==> src/rtl/nec_ir_tx.sv <==
// NEC infrared transmitter: leader, 32 data bits {~cmd,cmd,~addr,addr} LSB first, stop mark, gap.
// Define NEC_REPEAT_EN to add the tx_repeat input and the NEC repeat-code sequence.
module nec_ir_tx #(
  parameter int UNIT_CYCLES  = 28125,
  parameter int CARRIER_HALF = 658,
  parameter int GAP_UNITS    = 64
) (
  input  logic       clk,
  input  logic       rst,
  input  logic       tx_valid,
  input  logic [7:0] tx_addr,
  input  logic [7:0] tx_cmd,
`ifdef NEC_REPEAT_EN
  input  logic       tx_repeat,
`endif
  output logic       tx_ready,
  output logic       busy,
  output logic       ir_env,
  output logic       ir_out,
  output logic [2:0] fsm_state
);

  localparam int CYC_W    = (UNIT_CYCLES > 1) ? $clog2(UNIT_CYCLES) : 1;
  localparam int UNIT_MAX = (GAP_UNITS > 16) ? GAP_UNITS : 16;
  localparam int UNIT_W   = $clog2(UNIT_MAX);
  localparam int PH_W     = $clog2(2 * CARRIER_HALF);

  typedef enum logic [2:0] {
    IDLE, LDR_MARK, LDR_SPACE, BIT_MARK, BIT_SPACE, STOP_MARK, GAP
`ifdef NEC_REPEAT_EN
    , RPT_SPACE
`endif
  } state_t;

  state_t            state;
  logic [CYC_W-1:0]  cyc;
  logic [UNIT_W-1:0] units;
  logic [UNIT_W-1:0] last_unit;
  logic [PH_W-1:0]   ph;
  logic [4:0]        bit_cnt;
  logic [31:0]       sr;
`ifdef NEC_REPEAT_EN
  logic              rpt;
`endif
  logic              is_mark;
  logic              unit_end;
  logic              state_done;

  assign fsm_state  = state;
  assign is_mark    = (state == LDR_MARK) || (state == BIT_MARK) || (state == STOP_MARK);
  assign unit_end   = (cyc == CYC_W'(UNIT_CYCLES - 1));
  assign state_done = unit_end && (units == last_unit);

  always_comb begin
    last_unit = '0;
    case (state)
      LDR_MARK:  last_unit = UNIT_W'(15);
      LDR_SPACE: last_unit = UNIT_W'(7);
      BIT_SPACE: last_unit = sr[0] ? UNIT_W'(2) : UNIT_W'(0);
      GAP:       last_unit = UNIT_W'(GAP_UNITS - 1);
`ifdef NEC_REPEAT_EN
      RPT_SPACE: last_unit = UNIT_W'(3);
`endif
      default:   last_unit = '0;
    endcase
  end

  // Handshake: a request is taken on the edge where tx_valid and tx_ready are both high;
  // tx_ready is high only in IDLE and the frame fields are sampled on that edge alone.
  // Every output is registered from the current state, so the whole waveform trails
  // the state register by one clock (envelope rises the cycle after accept).
  always_ff @(posedge clk or negedge rst) begin
    if (!rst) begin
      state    <= IDLE;
      cyc      <= '0;
      units    <= '0;
      ph       <= '0;
      bit_cnt  <= '0;
      sr       <= '0;
      tx_ready <= 1'b1;
      busy     <= 1'b0;
      ir_env   <= 1'b0;
      ir_out   <= 1'b0;
`ifdef NEC_REPEAT_EN
      rpt      <= 1'b0;
`endif
    end else begin
      ir_env   <= is_mark;
      ir_out   <= is_mark && (ph < PH_W'(CARRIER_HALF));
      tx_ready <= (state == IDLE);
      busy     <= (state != IDLE);
      if (state == IDLE) begin
        if (tx_valid && tx_ready) begin
          state    <= LDR_MARK;
          sr       <= {~tx_cmd, tx_cmd, ~tx_addr, tx_addr};
          bit_cnt  <= '0;
          tx_ready <= 1'b0;
          busy     <= 1'b1;
`ifdef NEC_REPEAT_EN
          rpt      <= tx_repeat;
`endif
        end
      end else if (state_done) begin
        // Carrier phase restarts with every state so each mark begins on a high half.
        cyc   <= '0;
        units <= '0;
        ph    <= '0;
        case (state)
          LDR_MARK: begin
`ifdef NEC_REPEAT_EN
            state <= rpt ? RPT_SPACE : LDR_SPACE;
`else
            state <= LDR_SPACE;
`endif
          end
          LDR_SPACE: state <= BIT_MARK;
          BIT_MARK:  state <= BIT_SPACE;
          BIT_SPACE: begin
            sr      <= sr >> 1;
            bit_cnt <= bit_cnt + 5'd1;
            state   <= (bit_cnt == 5'd31) ? STOP_MARK : BIT_MARK;
          end
`ifdef NEC_REPEAT_EN
          RPT_SPACE: state <= STOP_MARK;
`endif
          STOP_MARK: state <= GAP;
          default:   state <= IDLE;
        endcase
      end else begin
        if (unit_end) begin
          cyc   <= '0;
          units <= units + 1'b1;
        end else begin
          cyc <= cyc + 1'b1;
        end
        ph <= (ph == PH_W'(2 * CARRIER_HALF - 1)) ? '0 : ph + 1'b1;
      end
    end
  end

endmodule
==> config.mk <==
export PLATFORM = sky130hd
export DESIGN_NAME = nec_ir_tx
export DESIGN_NICKNAME = d
export VERILOG_FILES = /design/src/rtl/nec_ir_tx.sv
export SDC_FILE = /design/constraint.sdc
export NUM_CORES = 1
export LEC_CHECK = 0
export CORE_ASPECT_RATIO = 0.7
export CORE_MARGIN = 2
export CORE_UTILIZATION = 55
export CTS_CLUSTER_SIZE = 24
export DETAILED_ROUTE_END_ITERATION = 8
export DONT_BUFFER_PORTS = 1
export PLACE_DENSITY = 0.75
export SKIP_LAST_GASP = 1
export SYNTH_ARGS = -nofsm -noshare
export SYNTH_HDL_FRONTEND = slang
export SYNTH_SLANG_ARGS = --single-unit
==> constraint.sdc <==
create_clock -name clk -period 2.1 [get_ports clk]
set_input_delay 0.525 -clock clk [delete_from_list [all_inputs] [get_ports clk]]
set_output_delay 0.525 -clock clk [all_outputs]
set_load 0.005 [all_outputs]
======== Word level (Yosys, flattened, before mapping) ========
Cells that the tools add are included.
W data, S select, Z words.
cells by class
  $mul .................................... 0
  order comparisons ....................... 1
  eq/ne operators ......................... 11
  divide/modulo/power cells ............... 0
  reduce and logical (&&, ||, !) cells .... 13
  bitwise operators ....................... 3
  multiplexer cells ....................... 25
  add/subtract/negate cells ............... 4
  shifts and indexed selects .............. 0
operators with widths
  kind                     count
  $mux W32                 4
  $mux W15                 2
  $pmux W6 S4              1
  $mux W11                 2
  $mux W5                  4
  $not A8 Y8               2
  $add A15 B1 Y15 const B  1
  $eq A15 B15 Y1 const B   1
  $pmux W3 S5              1
  $mux W3                  4
  $mux W6                  2
  $add A11 B1 Y11 const B  1
  $eq A11 B11 Y1 const B   1
  $lt A11 B10 Y1 const B   1
  $eq A3 B3 Y1 const B     3
  $add A6 B1 Y6 const B    1
  $eq A3 B2 Y1 const B     2
  $eq A6 B6 Y1             1
  $reduce_bool A2 Y1       3
  $add A5 B1 Y5 const B    1
  $eq A5 B5 Y1 const B     1
  $mux W1                  4
  $reduce_and A2 Y1        2
  $eq A3 B1 Y1 const B     1
  other kinds (8)          11
storage, ports and cells
  input port bits ......................... 19
  bits in latches ......................... 0
  memories kept ........................... 0
  RAM bits ................................ 0
  register bits ........................... 76
  word-level logic and storage cells ...... 67
  bits in read-only memories .............. 0

======== Longest topological paths before layout ========
Gate-level depths: netlist of run 1.
  word-level depth ........................ 6
  mapped depth ............................ 9

======== Worst setup path before layout of run 1 ========
No wires, ideal clock.
  kind .................................... flip-flop to flip-flop
  from .................................... register state[1] (netlist: fsm_state[1])
  to ...................................... register sr[22]
  period minus slack after synthesis ...... 2.064 ns
  path buffers ............................ 1
  setup slack ............................. 0.036 ns
  cell stages (with the launch flop) ...... 8
  required time ........................... 1.974 ns
  arrival time ............................ 1.938 ns
  cell sequence ........................... dfrtp_1 nand2b_1 a2111oi_2 o32ai_2 nor3_4 o21ai_2 buf_6 a221o_1
on the way
  longest elaborated chain between the ends .. 6
  elaborated cells between the ends (all ways) .. 13
ends and longest elaborated chain
  what                                  line  source
  start: declaration                    35    state_t state;
  start signal: assignment              121   state <= (bit_cnt == 5'd31) ? STOP_MARK : BIT_MARK;
  $eq A3 B3 Y1 (tied with other cells)  56    case (state)
  $pmux W6 S4                           56
  $eq A6 B6 Y1                          52    assign state_done = unit_end && (units == last_unit);
  $logic_and A1 B1 Y1                   52
  $reduce_bool A2 Y1 (no line)          n/a
  $reduce_and A3 Y1 (no line)           n/a
  end signal: assignment                95    sr <= {~tx_cmd, tx_cmd, ~tx_addr, tx_addr};
  end signal: assignment                119   sr <= sr >> 1;
  end: declaration                      41    logic [31:0] sr;
Parallel ways exist; a longest one is shown, timed or not.
A chain may end at the register's enable or synchronous reset.

======== Worst setup path after layout of run 1 ========
  from .................................... register state[1] (netlist: fsm_state[1])
  to ...................................... register ph[7]
on the way
  longest elaborated chain between the ends .. 5
  elaborated cells between the ends (all ways) .. 9
ends and longest elaborated chain
  what                                  line  source
  $eq A3 B3 Y1 (tied with other cells)  56
  $pmux W6 S4                           56
  $eq A6 B6 Y1                          52
  $logic_and A1 B1 Y1                   52
  $mux W11                              103   end else if (state_done) begin
  end signal: assignment                136   ph <= (ph == PH_W'(2 * CARRIER_HALF - 1)) ? '0 : ph + 1'b1;
  end: declaration                      39    logic [PH_W-1:0] ph;
Parallel ways exist; a longest one is shown, timed or not.

==> impl_results.md, run 1 <==
* Largest net degree at the start of global routing at 77
* Clock Skews at 0.00886 ns
* Worst path required time at 2.40 ns
* Routed wire length at ~9200 µm
* RSZ-0062 raised after global routing: yes
* GRT Overall Usage at 25.8%
* Final count of pins violating max slew at 0
* Clock Path Buffers at 2
* Largest family of logic cells by synthesized area: simple AND/OR/NAND/NOR gates
* Switch Pwr at 0.553 mW
* Core area at 0.00682 mm²
* Fraction of layout instances using a drive strength above 1 at 21.9%
* Final setup margin at -0.0740 ns
* Main synth FF type: dfrtp_1
* CP Capture Type: flip-flop
* Hold slack at -0.147 ns
* Gr ovfl total at 0
* Min cycle time layout at around 2.2 ns
* Crit path launch: fsm_state[1]
* Nets at ~460
* Crit Path Max Fanout at 6
* Cell variety after synth at 57
* CTS tree: yes
* Worst r2r src: fsm_state[1]
* Sw frac at just under 20%
* Total number of vias at 3242
* CTS H-tree lvls at 3
* Vias in the first global route at about 3000
* DRC at 0
* First DRT Iteration DRCs at approximately 240
* Peak VDD IR at about 0.00069 V
* Clock Latency Late Sink at 0.36 ns
* Final ANT Viol Nets at 0
* Adder-cell share of the synthesized area at 1.92%
* Synth Net Count at 412
* Antenna violations before repair at 0
* Post-Synth XOR/XNOR Area at 1.35%
* Area of placed instances at 0.00421 mm²
* Pwr dens at 600 mW/mm²
* Compound-Gate Fraction of Synth Area at between 10% and 20%
* Die H at approximately 74 µm
* Post-synthesis simple-gate area fraction at 23.9%
* Fmax at 460 MHz
* Failing checks: hold timing, setup timing
* Clock Power Share at 47.8%
* Ys Warns at 0
* Antenna cells at 0
* Dpl hpwl at 6150 µm
* Logic pwr share at 0%
* Sequential area share after synthesis at 48.8%
* Synth top area share at 48.1%
* Mapped cell area at 0.00390 mm²
* Synth cell count leaders: 75 x dfrtp_1, 47 x nand2_1, 31 x a221o_1
* Number of flops mapped to enable cells by yosys at 0
* Register share of total power at 52.2%
* Lkg Pwr at between 2 and 2.5 nW
* Fin crit share at 104%
* Synth top area cells: dfrtp_1 48%, a221o_1 8.0%, nand2_1 4.5%
* DRT Pass-1 Iters at 4
* FF/Latch Area at 0.00191 mm²
* Row count at 25
* Hold WC Path Type: input port to asynchronous set/reset pin
* Io pins at 26
* # Max-Cap Violations at 0
* Slew at the pin closest to its max-slew limit at 0.834 ns
* Syn avg cell area at just over 10 µm²
* Endpoints failing hold at between 70 and 80
* Count of input and output buffers at 0
* Synth Register Bits at 76
* Post-synth ARST share at 100%
* GPL Wtd Cong at 0.884
* Endpoints failing setup at 41
* Die width at 105 µm
* Initial Util at 57.2%
* Mapped Cells at roughly 390
* Worst EP arrival at roughly 2.5 ns
* Area of the multi-input gates at 0.00194 mm²
* Worst reg2reg path depth at 8
* Via density at 6.14
* Most common cell in the synthesized netlist: dfrtp_1
* Total CTS buffers at 9
* WL/cell at 17.5 µm
* Area leader, netlist: dfrtp_1
* Worst setup SP type: flip-flop
* First-pass GRT wire length at between 15000 and 20000 µm
* Clock-pin slew on the worst setup and hold paths at 0.08 ns
* Slew HR at a little over two fifths
* CTS Root Cell: clkbuf_8
* # fillers at 519
* DIE AREA at 0.00779 mm²
* Clock Sinks at 76
* Setup CP Type: flip-flop to flip-flop
* Status: finished, violations left
* Area Growth Syn to Fin at 19.7%
* Pint at 2.25 mW
* Post-synthesis mux area share at 0%
* Post-route cell area at 0.00467 mm²
-- path summary, 6_finish.rpt --
check	slack, ns	to
worst min-delay path	-0.15	cyc[0]
worst max register to register	-0.07	ph[7]
max in group asynchronous	2.04	tx_ready
worst max-delay path	-0.07	ph[7]
min in group clk	0.38	sr[14]
worst min register to register	0.52	sr[16]
-- sequential cells by signal, indices dropped and copies added, names as in the netlist --
signal     flops
ph            11
fsm_state      3
units          6
ir_out         1
ir_env         1
sr            32
tx_ready       1
bit_cnt        5
busy           1
cyc           15
-- cell type report --
type / instances / share of cell area [%]
multi-input cells: 286 / 41.6
flip-flops and latches: 76 / 40.9
repair buffers: 53 / 9.62
clock buffers: 9 / 2.65
well taps: 94 / 2.52
clock inverters: 6 / 2.44
inverters: 4 / 0.322
-- cells by family (layout without fill, tap and decap cells) --
logic type | Yosys count | in the layout
compound gates | 101 | 101
xor+xnor | 6 | 6
fa+ha+maj | 6 | 6
buf+inv | 26 | 72
flops | 76 | 76
simple gates | 172 | 173
-- per-stage QoR --
step	utilization, %	worst slack [ns]	TNS [ns]	total power [mW]	cells
2_1_floorplan	-	0.0362	0	1.49	387
3_3_place_gp	61.7	-0.524	-17.22	1.49	503
3_5_place_dp	61.7	-0.625	-21.37	1.49	503
4_1_cts	67.4	-0.0541	-1.23	2.82	526
5_1_grt	68.4	-0.175	-6.21	2.89	528
6_report	68.4	-0.0740	-1.88	2.80	528
-- placed cells by master (no fill, tap or decap), types with 4 or more instances in the layout --
master / netlist / layout
a21oi_1: 6 / 6
a221o_1: 31 / 31
and3_1: 27 / 26
buf_4: 1 / 45
buf_6: 8 / 5
clkbuf_8: 0 / 9
dfrtp_1: 75 / 72
ha_1: 6 / 6
nand2_1: 47 / 47
nand3_1: 16 / 15
nand4_1: 7 / 7
nor2_1: 27 / 27
nor2b_1: 5 / 4
nor3_1: 10 / 10
o21ai_0: 27 / 27
o21ai_1: 7 / 4
o21ai_2: 1 / 4
-- per-layer routing --
metal	wire (µm)	vias to the layer above	track usage [%]	share of wire, %
met5	0	-	0	0
met4	92	0	6.67	1.0
met3	649	8	8.15	7.0
met2	3940	97	36.3	43
met1	4560	1584	38.6	49
li1	-	1553	-	-
-- power by group through the flow --
stage	logic (mW)	clock network (mW)	registers, mW
after detailed placement	0.000369	0	1.49
after CTS	0.000370	1.36	1.46
after global placement	0.000369	0	1.49
after floorplan	0.000370	0	1.49
final	0.000369	1.34	1.46
after global routing	0.000369	1.43	1.46
-- critical path, cell delays in order, from the launching register on --
cell and delay (ns):
dfrtp_2 0.45, nor2b_2 0.19, and4_1 0.21, o32ai_2 0.29
buf_4 0.18, nor3_1 0.07, buf_4 0.16, or4_1 0.46
nand3_1 0.10
-- timing repair --
item | CTS | global route
cloned | 1 | 0
pin swaps | 9 | 4
gates resized for setup | 12 | 16
endpoints found under the setup margin | 51 | 65
hold endpoints to repair | 75 | 76
setup buffers | 7 | 2
Power figures use the tool's default switching activity.
==> run 2: changes to the inputs <==
--- a/config.mk
+++ b/config.mk
@@ -11,6 +11,7 @@
 export CTS_CLUSTER_SIZE = 24
 export DETAILED_ROUTE_END_ITERATION = 8
 export DONT_BUFFER_PORTS = 1
+export GPL_TIMING_DRIVEN = 0
 export PLACE_DENSITY = 0.75
 export SKIP_LAST_GASP = 1
 export SYNTH_ARGS = -nofsm -noshare
==> run 2 against run 1 <==
The flow still finishes with violations (hold timing, setup timing). Design area increased by 1.4%. Core utilization increased by 0.95 points. Fmax decreased by 2.7%. Global-route usage decreased by 0.20 points. Hold slack got worse by 0.0045 ns. Sequential power about the same. Flip-flop and latch count unchanged. Sequential share of layout area decreased by 0.59 points. Routed wire length increased by 11%. Largest cell class unchanged. Largest power group unchanged. Highest routed layer unchanged.
==> impl_results.md, run 2 (synthesized netlist as in run 1, its figures left out) <==
* Logic pwr share at 0%
* Register share of total power at 58.1%
* Pwr dens at 532 mW/mm²
* Grt met2 use at 35.1%
* Final setup margin at -0.133 ns
* DRC at 0
* Via density at 6.38
* Fmax at roughly 450 MHz
* Status: finished, violations left
* Hold WC Path Type: input port to asynchronous set/reset pin
* DIE AREA at 0.00779 mm²
* Top reg by flops: sr
* Dpl hpwl at 6230 µm
* CTS Root Cell: clkbuf_8
* Total number of vias at 3358
* Sw frac at 24.1%
* First-pass GRT wire length at 15300 µm
* Finished Core Util at between 60% and 70%
* Initial Util at 57.2%
* Worst setup SP type: flip-flop
* Fraction of layout instances using a drive strength above 1 at 23.6%
* Clock Power Share at 41.9%
* CP Capture Type: flip-flop
* Nets at 452
* Worst EP arrival at approximately 2.5 ns
* Clock Sinks at 76
* Count of input and output buffers at 0
* Die H at between 70 and 80 µm
* Clock-pin slew on the worst setup and hold paths at 0.09 ns
* Fin crit share at 106%
* Grt peak-use layer: met1
* DRT Pass-1 Iters at 5
* Max FFs per register at 32
* WL/cell at 19.5 µm
* Gr ovfl total at 0
* Slew at the pin closest to its max-slew limit at between 0.5 and 0.6 ns
* Antenna cells at 0
* Final count of pins violating max slew at 0
* GRT Overall Usage at between 20% and 30%
* Antenna violations before repair at 0
* Area of placed instances at 0.00402 mm²
* Setup CP Type: flip-flop to flip-flop
* Endpoints failing setup at 48
* CTS tree: yes
* Post-route cell area at 0.00473 mm²
* Most common cell after layout, fill and taps aside: dfrtp_1
* Routed wire length at just over 10000 µm
* Worst reg2reg path depth at 8
* Final ANT Viol Nets at 0
* Total CTS buffers at 9
* GPL Wtd Cong at 0.865
* First DRT Iteration DRCs at roughly 320
* # fillers at 510
* Clock Latency Late Sink at 0.36 ns
* CTS H-tree lvls at 3
* Core area at 0.00682 mm²
* Slew HR at 62.7%
* Pint at 1.91 mW
* Lkg Pwr at 2.19 nW
* Min cycle time layout at about 2.2 ns
* Row count at 25
* Grt met1 use at 39.8%
* Setup TNS at -3.60 ns
* Failing checks: hold timing, setup timing
* Most frequent cells in the layout: 73 x dfrtp_1, 44 x nand2_1, 31 x a221o_1
* Largest net degree at the start of global routing at 77
* Switch Pwr at approximately 0.6 mW
* RSZ-0062 raised after global routing: yes
* Reg2Reg Setup Slack at -0.13 ns
* Met3 usage in global routing at roughly 7.6%
* Crit Path Max Fanout at 8
* Die width at 105 µm
* # Max-Cap Violations at 0
* Area Growth Syn to Fin at 21.3%
* Worst path required time at 2.34 ns
* Hold slack at -0.152 ns
* Clock Path Buffers at 2
* Endpoints failing hold at 75
* Biggest regs: sr x32, cyc x15, ph x11
* Io pins at 26
* Peak VDD IR at around 0.00036 V
* Vias in the first global route at 2914
* Clock Skews at around 0.012 ns
-- run 2: cell types whose count changed in the layout (fill, tap and decap cells not counted), moves of 3 or more --
cell,before,now
o21ai_0,27,21
clkbuf_1,0,4
inv_6,0,3
buf_6,5,16
o21ai_1,4,8
buf_4,45,24
bufinv_16,3,0
nand2_1,47,44
-- run 2: cell type report --
cell class	instances	area, µm²	area share [%]
clock inverters	7	57.6	1.22
repair buffers	31	302	6.37
well taps	94	118	2.49
inverters	4	15.0	0.317
plain buffers	20	179	3.78
flip-flops and latches	76	1910	40.3
multi-input cells	285	2030	42.9
clock buffers	9	124	2.62
-- run 2: path summary, 6_finish.rpt --
check                             start        to
max                        fsm_state[1]     sr[1]
min                                 rst     ph[1]
max reg2reg                fsm_state[1]     sr[1]
min reg2reg                     cyc[12]   cyc[12]
max in group asynchronous           rst  tx_ready
min in group clk             tx_addr[4]    sr[12]
-- run 2: power groups by stage --
stage	clock, mW	sequential (mW)	combinational, mW
detailed placement	0	1.49	0.000369
CTS	1.08	1.46	0.000369
finish	1.05	1.46	0.000369
global placement	0	1.49	0.000369
global route	1.14	1.46	0.000369
floorplan	0	1.49	0.000370
-- run 2: critical path, cell delays in order (launching register included) --
cell and delay (ns):
dfrtp_2 0.46, buf_6 0.16, and4bb_1 0.30, o21a_1 0.16
o32ai_4 0.12, nor3_4 0.24, o21ai_4 0.15, buf_4 0.17
a221o_1 0.35
-- run 2: what timing repair did --
item | CTS | global route
buffers inserted | 15 | 12
pin swaps | 26 | 42
hold endpoints to repair | 75 | 75
gates resized for setup | 39 | 41
gates cloned | 4 | 2
setup endpoints to repair | 67 | 65
-- run 2: metrics by stage --
stage               setup WS [ns]  instances  total power, mW
floorplan                  0.0362        387             1.49
global placement           -0.329        481             1.49
detailed placement         -0.391        481             1.49
CTS                        -0.100        515             2.54
global route               -0.212        526             2.60
finish                     -0.133        526             2.52
-- run 2: layer usage --
metal | up-vias | wire length, µm
li1 | 1537 | -
met1 | 1633 | 4740
met2 | 170 | 4430
met3 | 18 | 933
met4 | 0 | 142
met5 | - | 0
